$ cat src/rtl/fft_pkg.sv
// Shared types and constants for the FFT datapath front end and output side.
package fft_pkg;

  localparam int FFT_WORD_WIDTH = 16;
  localparam int FFT_NWORDS     = 4;

  // Output sequencer states.
  typedef enum logic [1:0] {
    ST_IDLE   = 2'd0,
    ST_SHOW   = 2'd1,
    ST_FINISH = 2'd2
  } seq_state_t;

  // Input-side controller states.
  typedef enum logic [1:0] {
    CTRL_IDLE  = 2'd0,
    CTRL_LOAD  = 2'd1,
    CTRL_START = 2'd2
  } ctrl_state_t;

endpackage

$ cat src/rtl/button_sync.sv
// Two-flop synchronizer plus rising-edge detector for an asynchronous push-button.
// The detector arms only once the button has been seen released after reset.
module button_sync (
  input  logic Clock,
  input  logic nReset,
  input  logic ButtonIn,
  output logic Pulse
);

  logic sync1, sync2, prev;
  logic primed, armed;

  // NOTE: non-blocking assignments keep every flop sampling pre-edge values,
  // which is what makes sync1 -> sync2 a true two-stage chain.
  always_ff @(posedge Clock or negedge nReset) begin
    if (!nReset) begin
      sync1  <= 1'b0;
      sync2  <= 1'b0;
      prev   <= 1'b0;
      primed <= 1'b0;
      armed  <= 1'b0;
    end else begin
      sync1  <= ButtonIn;
      sync2  <= sync1;
      prev   <= sync2;
      primed <= 1'b1;
      // sync1 only reflects the real button once primed; a button held through
      // reset keeps sync1 high, so the detector stays disarmed until release.
      if (primed && !sync1 && !sync2)
        armed <= 1'b1;
    end
  end

  assign Pulse = armed & sync2 & ~prev;

endmodule

$ cat src/rtl/fft_output_sequencer.sv
// Holds one butterfly result and steps through its words on each button press.
module fft_output_sequencer
  import fft_pkg::*;
#(
  parameter int WIDTH  = FFT_WORD_WIDTH,
  parameter int NWORDS = FFT_NWORDS
) (
  input  logic                      Clock,
  input  logic                      nReset,
  input  logic                      ResultValid,
  input  logic [NWORDS*WIDTH-1:0]   ResultIn,
  input  logic                      ReadyOut,
  output logic [WIDTH-1:0]          dataOut,
  output logic [$clog2(NWORDS)-1:0] WordIndex,
  output logic                      Busy,
  output logic                      Finished,
  output logic                      Overrun
);

  localparam int IDXW = $clog2(NWORDS);
  localparam logic [IDXW-1:0] LAST_IDX = IDXW'(NWORDS - 1);
  localparam logic [IDXW-1:0] ONE_IDX  = IDXW'(1);

  logic             ack;
  seq_state_t       state;
  logic [WIDTH-1:0] buffer [NWORDS];
  logic [IDXW-1:0]  next_idx;

  button_sync u_button_sync (
    .Clock    (Clock),
    .nReset   (nReset),
    .ButtonIn (ReadyOut),
    .Pulse    (ack)
  );

  assign next_idx = WordIndex + ONE_IDX;

  // NOTE: the buffer is a plain register array, so clearing it on reset is
  // cheap and guarantees no stale result survives a mid-readout reset.
  always_ff @(posedge Clock or negedge nReset) begin
    if (!nReset) begin
      state     <= ST_IDLE;
      dataOut   <= '0;
      WordIndex <= '0;
      Busy      <= 1'b0;
      Finished  <= 1'b0;
      Overrun   <= 1'b0;
      for (int i = 0; i < NWORDS; i++)
        buffer[i] <= '0;
    end else begin
      if (ResultValid && state != ST_IDLE)
        Overrun <= 1'b1;

      case (state)
        ST_IDLE: begin
          // A capture wins over a coincident ack; that ack is simply dropped.
          if (ResultValid) begin
            for (int i = 0; i < NWORDS; i++)
              buffer[i] <= ResultIn[i*WIDTH +: WIDTH];
            dataOut   <= ResultIn[WIDTH-1:0];
            WordIndex <= '0;
            Busy      <= 1'b1;
            state     <= ST_SHOW;
          end
        end

        ST_SHOW: begin
          if (ack) begin
            if (WordIndex == LAST_IDX) begin
              Busy     <= 1'b0;
              Finished <= 1'b1;
              state    <= ST_FINISH;
            end else begin
              WordIndex <= next_idx;
              dataOut   <= buffer[next_idx];
            end
          end
        end

        ST_FINISH: begin
          if (ack) begin
            Finished  <= 1'b0;
            WordIndex <= '0;
            dataOut   <= '0;
            state     <= ST_IDLE;
          end
        end

        default: begin
          Busy     <= 1'b0;
          Finished <= 1'b0;
          state    <= ST_IDLE;
        end
      endcase
    end
  end

endmodule

$ cat config.mk
export PLATFORM = sky130hd
export DESIGN_NAME = fft_output_sequencer
export DESIGN_NICKNAME = d
export VERILOG_FILES = /design/src/rtl/fft_pkg.sv /design/src/rtl/button_sync.sv /design/src/rtl/fft_output_sequencer.sv
export SDC_FILE = /design/constraint.sdc
export NUM_CORES = 1
export LEC_CHECK = 0
export BUFFER_PORTS_ARGS = -buffer_cell sky130_fd_sc_hd__buf_2
export CAP_MARGIN = 30
export CORE_MARGIN = 5
export CORE_UTILIZATION = 35
export CTS_BUF_LIST = sky130_fd_sc_hd__clkbuf_4 sky130_fd_sc_hd__clkbuf_8 sky130_fd_sc_hd__clkbuf_16
export CTS_CLUSTER_SIZE = 28
export DETAILED_ROUTE_END_ITERATION = 10
export GPL_TIMING_DRIVEN = 1
export SETUP_SLACK_MARGIN = 0.1
export SLEW_MARGIN = 20
export SYNTH_ARGS = -nofsm -noshare
export SYNTH_HDL_FRONTEND = slang
export SYNTH_SLANG_ARGS = --single-unit
$ cat constraint.sdc
create_clock -name Clock -period 3.4 [get_ports Clock]
set_clock_uncertainty 0.2 [all_clocks]
set_input_delay 0.17 -clock Clock [delete_from_list [all_inputs] [get_ports Clock]]
set_output_delay 0.17 -clock Clock [all_outputs]
set_load 0.02 [all_outputs]
[Word level (Yosys, flattened, before mapping)]
Cells that the tools add are included.
Widths: inputs -> output; s select.
Operators by class
  add/subtract/negate cells: 1
  order comparisons: 1
  equal/unequal tests: 8
  mux-type cells: 25
  bitwise operators: 6
  reduce and logical (&&, ||, !) cells: 13
Operator list (count)
  $mux 16: 6
  $pmux 16 s3: 1
  $bmux 16 s2: 1
  $mux 2: 7
  $pmux 2 s3: 2
  $reduce_and 4->1: 3
  $ne 2x2->1 const B: 5
  $mux 1: 6
  $pmux 1 s3: 2
  $reduce_and 5->1: 1
  $eq 2x2->1 const B: 2
  $ge 3x3->1 const B: 1
  $logic_and 1x1->1: 3
  $not 1->1: 3
  $not 2->3: 1
  $reduce_bool 3->1: 1
  $add 2x1->2 const B: 1
  $and 1x1->1: 2
  $eq 2x1->1 const B: 1
  $logic_not 1->1: 2
  $logic_not 2->1: 1
  $reduce_and 2->1: 1
  $reduce_bool 2->1: 1
Storage, ports and cells
  bits in registers: 92
  input port bits: 68
  output and inout port bits: 21
  logic and storage cells: 69

[Logic depth before layout (Yosys ltp)]
Gate-level depths: netlist of run 1.
  depth after elaboration: 8
  mapped depth: 8
  mapped depth without buffers: 6

[Cells and area by module]
A second synthesis of run 1 with hierarchy kept.
Second synthesis, totals
  cell total of the unflattened synthesis: 292
  area, all modules: 4130.2 µm²
By module, submodules not included
  fft_output_sequencer: instances 1, cells each 282, area an instance 3980.1 µm², seq. area each 2177.1 µm²
  button_sync: instances 1, cells each 10, area an instance 150.1 µm², seq. area each 125.1 µm²

[Least setup slack after synthesis of run 1]
No wires, ideal clock.
  path kind: register -> register
  start point: register WordIndex[0]
  end point: register dataOut[10]
  library setup time: 125 ps
  data arrival time: 2092 ps
  data required time: 3075 ps
  setup slack: 983 ps
  stages on the path, launching flop included: 8
  path buffers: 2
  clock period less this slack: 2417 ps
  cell sequence: dfrtp_1 -> ha_1 -> clkbuf_1 -> buf_1 -> mux4_2 -> nand2_1 -> o21ai_0 -> mux2_4
On the way
  cells in the longest elaborated chain, start to end: 8
  elaborated cells between the ends (all ways): 11
  classes of those cells: add/sub: 1; eq/ne: 2; mux: 6; bitwise: 1; reduce/logical: 1
Ends and longest elaborated chain
  start: declaration: line fft_output_sequencer.sv:14  | output logic [$clog2(NWORDS)-1:0] WordIndex,
  start signal: assignment: line fft_output_sequencer.sv:74  | WordIndex <= next_idx;
  $add 2x1->2: line fft_output_sequencer.sv:36  | assign next_idx = WordIndex + ONE_IDX;
  $not 2->3 (implied by the code): line fft_output_sequencer.sv:75  | dataOut <= buffer[next_idx];
  $bmux 16 s2: line fft_output_sequencer.sv:75
  $mux 16 (implied by the code) (2 in series): line fft_output_sequencer.sv:75
  $mux 16: line fft_output_sequencer.sv:69  | if (WordIndex == LAST_IDX) begin
  $mux 16: line fft_output_sequencer.sv:68  | if (ack) begin
  $pmux 16 s3: line fft_output_sequencer.sv:54  | case (state)
  end signal: assignment: line fft_output_sequencer.sv:60  | dataOut <= ResultIn[WIDTH-1:0];
  end signal: assignment: line fft_output_sequencer.sv:75
  end: declaration: line fft_output_sequencer.sv:13  | output logic [WIDTH-1:0] dataOut,
Several ways; a longest one is shown, not always the timed one. The select of a mux whose other input is x is not followed.
A chain may end at the register's enable or synchronous reset.

[Final worst setup path of run 1]
  start point: register state[1]
  end point: register dataOut[1]
On the way
  cells in the longest elaborated chain, start to end: 3
  elaborated cells between the ends (all ways): 10
  classes of those cells: eq/ne: 6; mux: 1; reduce/logical: 3
Ends and longest elaborated chain
  start: declaration: line fft_output_sequencer.sv:25  | seq_state_t state;
  start signal: assignment: line fft_output_sequencer.sv:42  | state <= ST_IDLE;
  start signal: assignment: line fft_output_sequencer.sv:63  | state <= ST_SHOW;
  start signal: assignment: line fft_output_sequencer.sv:72  | state <= ST_FINISH;
  $eq 2x1->1 (tied with other cells): line fft_output_sequencer.sv:54
  $ne 2x2->1 (no source line) / $reduce_bool 3->1 (equally long branches)
  $reduce_and 5->1 (no source line)
Several ways; a longest one is shown, not always the timed one.

==> results of run 1 <==
sequential cells by signal (all words and copies together), names as in the netlist:
| signal | count |
|---|---|
| Overrun | 1 |
| u_button_sync.sync2 | 1 |
| u_button_sync.sync1 | 1 |
| state | 2 |
| u_button_sync.prev | 1 |
| WordIndex | 2 |
| Finished | 1 |
| buffer | 64 |
| dataOut | 16 |
| u_button_sync.primed | 1 |
| u_button_sync.armed | 1 |
| Busy | 1 |
cells by family (layout without fill, tap and decap cells):
family / after synthesis / in the layout / synth area share, %
mux: 83 / 83 / 27.7
buf+inv: 38 / 201 / 3.96
flops: 92 / 92 / 55.6
fa+ha+maj: 6 / 6 / 1.81
other cells: 1 / 1 / 0.0905
compound gates: 42 / 42 / 6.16
simple gates: 45 / 45 / 4.68
metrics by stage:
stage	instance area, sq um	total power [mW]
2_1_floorplan	4140	3.58
3_5_place_dp	4750	4.18
5_1_grt	5730	5.50
6_report	5730	5.13
4_1_cts	5700	5.18
3_3_place_gp	4750	4.09
power by group:
group / switching [mW] / internal, mW / leakage (nW)
logic: 1.08 / 1.25 / 1.41
clock network: 0.410 / 0.518 / 0.138
registers: 0.258 / 1.61 / 1.11
path summary, 6_finish.rpt:
| path | endpoint | cells past startpoint |
|---|---|---|
| setup / recovery | dataOut[1]$_DFFE_PN0P_ | 6 |
| hold / removal | buffer[37]$_DFFE_PN0P_ | 2 |
| setup reg to reg | dataOut[1]$_DFFE_PN0P_ | 6 |
| hold reg to reg | u_button_sync.sync2$_DFF_PN0_ | 0 |
| max in group asynchronous | buffer[11]$_DFFE_PN0P_ | 4 |
| min in group Clock | u_button_sync.sync2$_DFF_PN0_ | 0 |
layout make-up:
cell class,instances,share of cell area (%)
clock inverter,5,0.481
tap,143,3.13
clock buffer,11,4.31
multi-input combinational,177,29.3
sequential,92,40.2
inverter,21,1.38
timing repair buffer,164,21.2
cells in the final DEF (no fill, tap or decap):
| master | Yosys | layout |
|---|---|---|
| nor2b_1 | 2 | 2 |
| clkbuf_8 | 0 | 1 |
| o21ai_0 | 33 | 33 |
| clkinvlp_4 | 0 | 1 |
| o21a_4 | 1 | 1 |
| clkbuf_16 | 0 | 9 |
| a31o_2 | 1 | 1 |
| o32a_1 | 1 | 1 |
| inv_1 | 21 | 21 |
| nand2_1 | 36 | 35 |
| nor3b_1 | 1 | 1 |
| a21oi_1 | 3 | 3 |
| nand2_2 | 0 | 1 |
| buf_2 | 2 | 87 |
| mux2_4 | 9 | 9 |
| mux4_2 | 16 | 16 |
| nand3b_1 | 2 | 2 |
| clkinv_2 | 0 | 4 |
| a31oi_1 | 1 | 1 |
| clkbuf_4 | 0 | 1 |
| nor3_1 | 2 | 2 |
| or2_2 | 1 | 1 |
| conb_1 | 1 | 1 |
| buf_4 | 0 | 8 |
| buf_12 | 0 | 1 |
| ha_1 | 6 | 6 |
| buf_16 | 0 | 1 |
| a21o_1 | 1 | 1 |
| mux2i_1 | 1 | 1 |
| dfrtp_1 | 92 | 92 |
| dlygate4sd3_1 | 0 | 67 |
| a2111oi_4 | 1 | 1 |
| mux2_2 | 57 | 57 |
| and2_2 | 1 | 1 |
per-layer routing:
layer  track usage [%]  vias up  wire length, um
li1                  -     1386                -
met1              18.9     1434             4280
met2              24.4       68             4950
met3              3.06       19              363
met4              7.39        0              270
met5                 0        -                0
==> summary.md, run 1 <==
| Metric | Value |
|---|---|
| Status | complete, no violations |
| Fin util | 49.7% |
| Static Leak | 2.65 nW |
| Worst Hold Class | in2async |
| Most common cell in the netlist | dfrtp_1 |
| Register Area | 2300 sq um |
| Iter 0 DRT Violations | 76 |
| Async SR Flop Fraction | 100% |
| CP endpoint kind | flip-flop |
| Count of state elements after synthesis | 92 |
| # diodes | 0 |
| Antenna viol nets, final | 0 |
| Critical path type | reg2reg |
| WP data required | 3430 ps |
| Multi-input logic area | 1680 sq um |
| Synth warn | 0 |
| Yosys top cell by area | dfrtp_1 |
| DR DRC count | 0 |
| Critical Path, Cell by Cell | inv_1, ha_1, o21a_4, a2111oi_4, buf_4, mux2_2 |
| Gp weighted congestion | 0.798 |
| Wire per inst | 16.1 um |
| # rows | 39 |
| # nets final | 539 |
| Bufs on Longest Clock Path | 2 |
| RSZ-0062 raised after global routing | no |
| Total CTS buffers | 9 |
| Share of layout cells above drive strength 1 | 42.8% |
| Die X | 119 um |
| Top Ports | 89 |
| Unique cell type count in the Yosys netlist | 28 |
| Pwr/cell area | 896 nW/um^2 |
| Post-Syn Area | 4140 sq um |
| Core Box Area | 11,500 sq um |
| Worst vdd ir | 325 uV |
| Worst Setup SP | state[1]$_DFFE_PN0P_ |
| Resize count post-CTS | 0 |
| Max_cap viols | 0 |
| Hold Fails Final Rpt | 0 |
| Setup WS pre-CTS | 701 ps |
| Mean post-synth cell area | 13.5 sq um |
| Post-CTS setup buffers | 0 |
| Number of global-route vias before repair | 3,182 |
| Seq/Total Area, Yosys | 55.6% |
| CTS Hold Bufs | 67 |
| Gate Count Post-Synth | 307 |
| Syn-to-layout area delta | 38.2% |
| CTS tree | yes |
| Pin count of the biggest net entering global routing | 72 |
| Gr usage total | 14.9% |
| CP max FO | 13 |
| Overall routed net length | 9.87 mm |
| HPWL after detailed placement | 6.33 mm |
| I/O Buffers | 88 |
| Least-Margin Pin Slew | 527 ps |
| Initial Util | 36.0% |
| Total iterations of the first detailed-routing run | 4 |
| Post-synth EDFFs | 0 |
| Placed cell count | 529 |
| TritonCTS Sinks | 92 |
| Fin. max-slew vios | 0 |
| Die height | 119 um |
| Slew HR | 64.9% |
| CP delay by family, top | compound AO/OA/AOI/OAI gates |
| Arr. time, crit path | 2710 ps |
| Hold Slack | 75.0 ps |
| Share of the synthesized area in the top cell type | 55.6% |
| Layout fillers | 1,013 |
| Setup TNS | 0 ps |
| Ys flop type | dfrtp_1 |
| Commonest cells in the netlist | dfrtp_1 (92), mux2_2 (57), nand2_1 (36), o21ai_0 (33), inv_1 (21) |
| Final setup vio count | 0 |
| Largest stage delay on the critical path | 540 ps |
| Syn Nets | 381 |
| Die Footprint | 14,100 sq um |
| Grt ovf | 0 |
| Clock period minus final worst setup slack | 2680 ps |
| Via count | 2,907 |
| Buf+Inv Stages, Crit Path | 2 |
| Worst setup margin | 717 ps |
| Crit start category | flip-flop |
| Highest clock rate | 373 MHz |
| Root Buffer Master | clkbuf_16 |
| Non-Filler Instances | 613 |
| R2r setup slk | 720 ps |
| Reg clk slew, reported paths | 60 ps |
| First-pass GRT wire length | 16.5 mm |
| Crit Reg-Reg Startpoint | state[1]$_DFFE_PN0P_ |
| Detail-routed via count per cell | 4.74 |
| Most area-consuming cells after synthesis | dfrtp_1 (56%), mux2_2 (15%), mux4_2 (8.7%) |
| Slowest library cell on the worst path | a2111oi_4 |
| # H-tree levels | 3 |
| Worst-skew pair later-pin latency | 340 ps |
| Period utilisation layout | 78.9% |
| Initial antenna violation count | 0 |
No activity file was read; power rests on OpenSTA's default activity.
==> run 2, diff against run 1 <==
- clock period: 3.4 -> 2.7 ns (I/O delays scaled with it)
==> summary.md, run 2 (synthesis results as in run 1) <==
| Metric | Value |
|---|---|
| Final setup vio count | 0 |
| Multi-input logic area | 1680 sq um |
| Bufs on Longest Clock Path | 2 |
| Via count | 2,897 |
| Top flop regs | buffer x64, dataOut x16 |
| Overall routed net length | 9.69 mm |
| Post-CTS setup buffers | 0 |
| Max_cap viols | 0 |
| Number of global-route vias before repair | 3,173 |
| Worst Hold Class | in2async |
| HPWL after detailed placement | 6.21 mm |
| Worst-skew pair later-pin latency | 340 ps |
| Die X | 119 um |
| Largest register by flop count | buffer |
| Placed cell count | 528 |
| Iter 0 DRT Violations | 110 |
| Pin count of the biggest net entering global routing | 81 |
| R2R depth | 6 |
| Share of layout cells above drive strength 1 | 42.4% |
| Total iterations of the first detailed-routing run | 4 |
| Critical path type | reg2reg |
| Arr. time, crit path | 2450 ps |
| Die height | 119 um |
| I/O Buffers | 88 |
| Reg clk slew, reported paths | 60 ps |
| Layout fillers | 1,001 |
| Detail-routed via count per cell | 4.75 |
| # diodes | 0 |
| Crit start category | flip-flop |
| Wire per inst | 15.9 um |
| Gr usage total | 14.5% |
| Leading cell type in the layout, fill and taps excluded | dfrtp_1 |
| Hold Slack | 105 ps |
| Total CTS buffers | 9 |
| # H-tree levels | 3 |
| Root Buffer Master | clkbuf_16 |
| Period utilisation layout | 90.3% |
| Hold Fails Final Rpt | 0 |
| Commonest cells after routing, fill and taps aside | dfrtp_1 (92), buf_2 (87), dlygate4sd3_1 (67) |
| Non-Filler Instances | 610 |
| Post-route cell area | 5730 sq um |
| Initial antenna violation count | 0 |
| Gp weighted congestion | 0.738 |
| CP endpoint kind | flip-flop |
| Die Footprint | 14,100 sq um |
| Number of flip-flops under the largest register name | 64 |
| Initial Util | 36.0% |
| R2r setup slk | 260 ps |
| DR DRC count | 0 |
| Antenna viol nets, final | 0 |
| RSZ-0062 raised after global routing | no |
| Worst vdd ir | 410 uV |
| CTS tree | yes |
| Top Ports | 89 |
| TritonCTS Sinks | 92 |
| Reg-to-reg endpoint | WordIndex[0]$_DFFE_PN0P_ |
| Setup TNS | 0 ps |
| Register Area | 2300 sq um |
| Highest clock rate | 410 MHz |
| Core Box Area | 11,500 sq um |
| Area after DPL | 4770 sq um |
| Crit Reg-Reg Startpoint | state[1]$_DFFE_PN0P_ |
| CP max FO | 13 |
| Pwr/cell area | 1140 nW/um^2 |
| Setup WS pre-CTS | 271 ps |
| # rows | 39 |
| # nets final | 537 |
| Syn-to-layout area delta | 38.5% |
| Clock period minus final worst setup slack | 2440 ps |
| Fin. max-slew vios | 0 |
| First-pass GRT wire length | 16.3 mm |
| Static Leak | 2.65 nW |
| Worst setup margin | 261 ps |
| Status | complete, no violations |
| WP data required | 2720 ps |
| Grt ovf | 0 |
==> run 2: changes by cell type in the layout (fill, tap and decap cells not counted), sizes merged <==
| cell | previous run | this run |
|---|---|---|
| clkinv | 4 | 1 |
| clkbuf | 11 | 14 |
| clkinvlp | 1 | 0 |
| buf | 97 | 95 |
==> run 2: worst max-delay path: stages, from the launching register on <==
cell and delay (ps):
dfrtp_1 370, inv_1 100, ha_1 340, o21a_4 290, a2111oi_4 330, buf_4 330, mux2_2 370
==> run 2: worst max path at each step <==
stage                                   startpoint                        to  slack [ps]
after floorplan           WordIndex[0]$_DFFE_PN0P_   dataOut[10]$_DFFE_PN0P_         280
after global placement        state[1]$_DFFE_PN0P_    dataOut[0]$_DFFE_PN0P_         350
after detailed placement      state[1]$_DFFE_PN0P_  WordIndex[0]$_DFFE_PN0P_         270
after CTS                     state[1]$_DFFE_PN0P_  WordIndex[0]$_DFFE_PN0P_         260
after global routing          state[1]$_DFFE_PN0P_    dataOut[0]$_DFFE_PN0P_         120
final                         state[1]$_DFFE_PN0P_  WordIndex[0]$_DFFE_PN0P_         260
==> run 2: report_power, final <==
| part | total [mW] | leakage, nW | internal, mW | switching [mW] |
|---|---|---|---|---|
| clock network | 1.23 | 0.148 | 0.729 | 0.498 |
| registers | 2.36 | 1.11 | 2.03 | 0.334 |
| logic | 2.97 | 1.40 | 1.61 | 1.37 |
| total | 6.56 | 2.65 | 4.37 | 2.20 |
==> run 2: stage by stage <==
stage          total power, mW  utilization [%]
2_1_floorplan             4.51                -
3_3_place_gp              5.21             41.4
3_5_place_dp              5.30             41.4
4_1_cts                   6.63             49.8
5_1_grt                   7.01             49.8
6_report                  6.56             49.8
==> run 2: routing by layer <==
metal | vias to the layer above | routed length, um | track usage [%]
li1 | 1383 | - | -
met3 | 18 | 295 | 2.67
met1 | 1445 | 4230 | 18.2
met4 | 0 | 203 | 6.52
met2 | 51 | 4960 | 24.5
met5 | - | 0 | 0
==> run 2: final cells by class <==
type,count,share of cell area (%)
flip-flops and latches,92,40.1
multi-input cells,177,29.3
repair buffers,162,21.0
clock buffers,14,5.02
well taps,143,3.12
inverters,21,1.37
clock inverters,1,0.0873
==> run 2: timing repair <==
action                                 CTS  global route
resized for setup                        0             0
hold buffers                            67             0
endpoints found under the hold margin  101             0
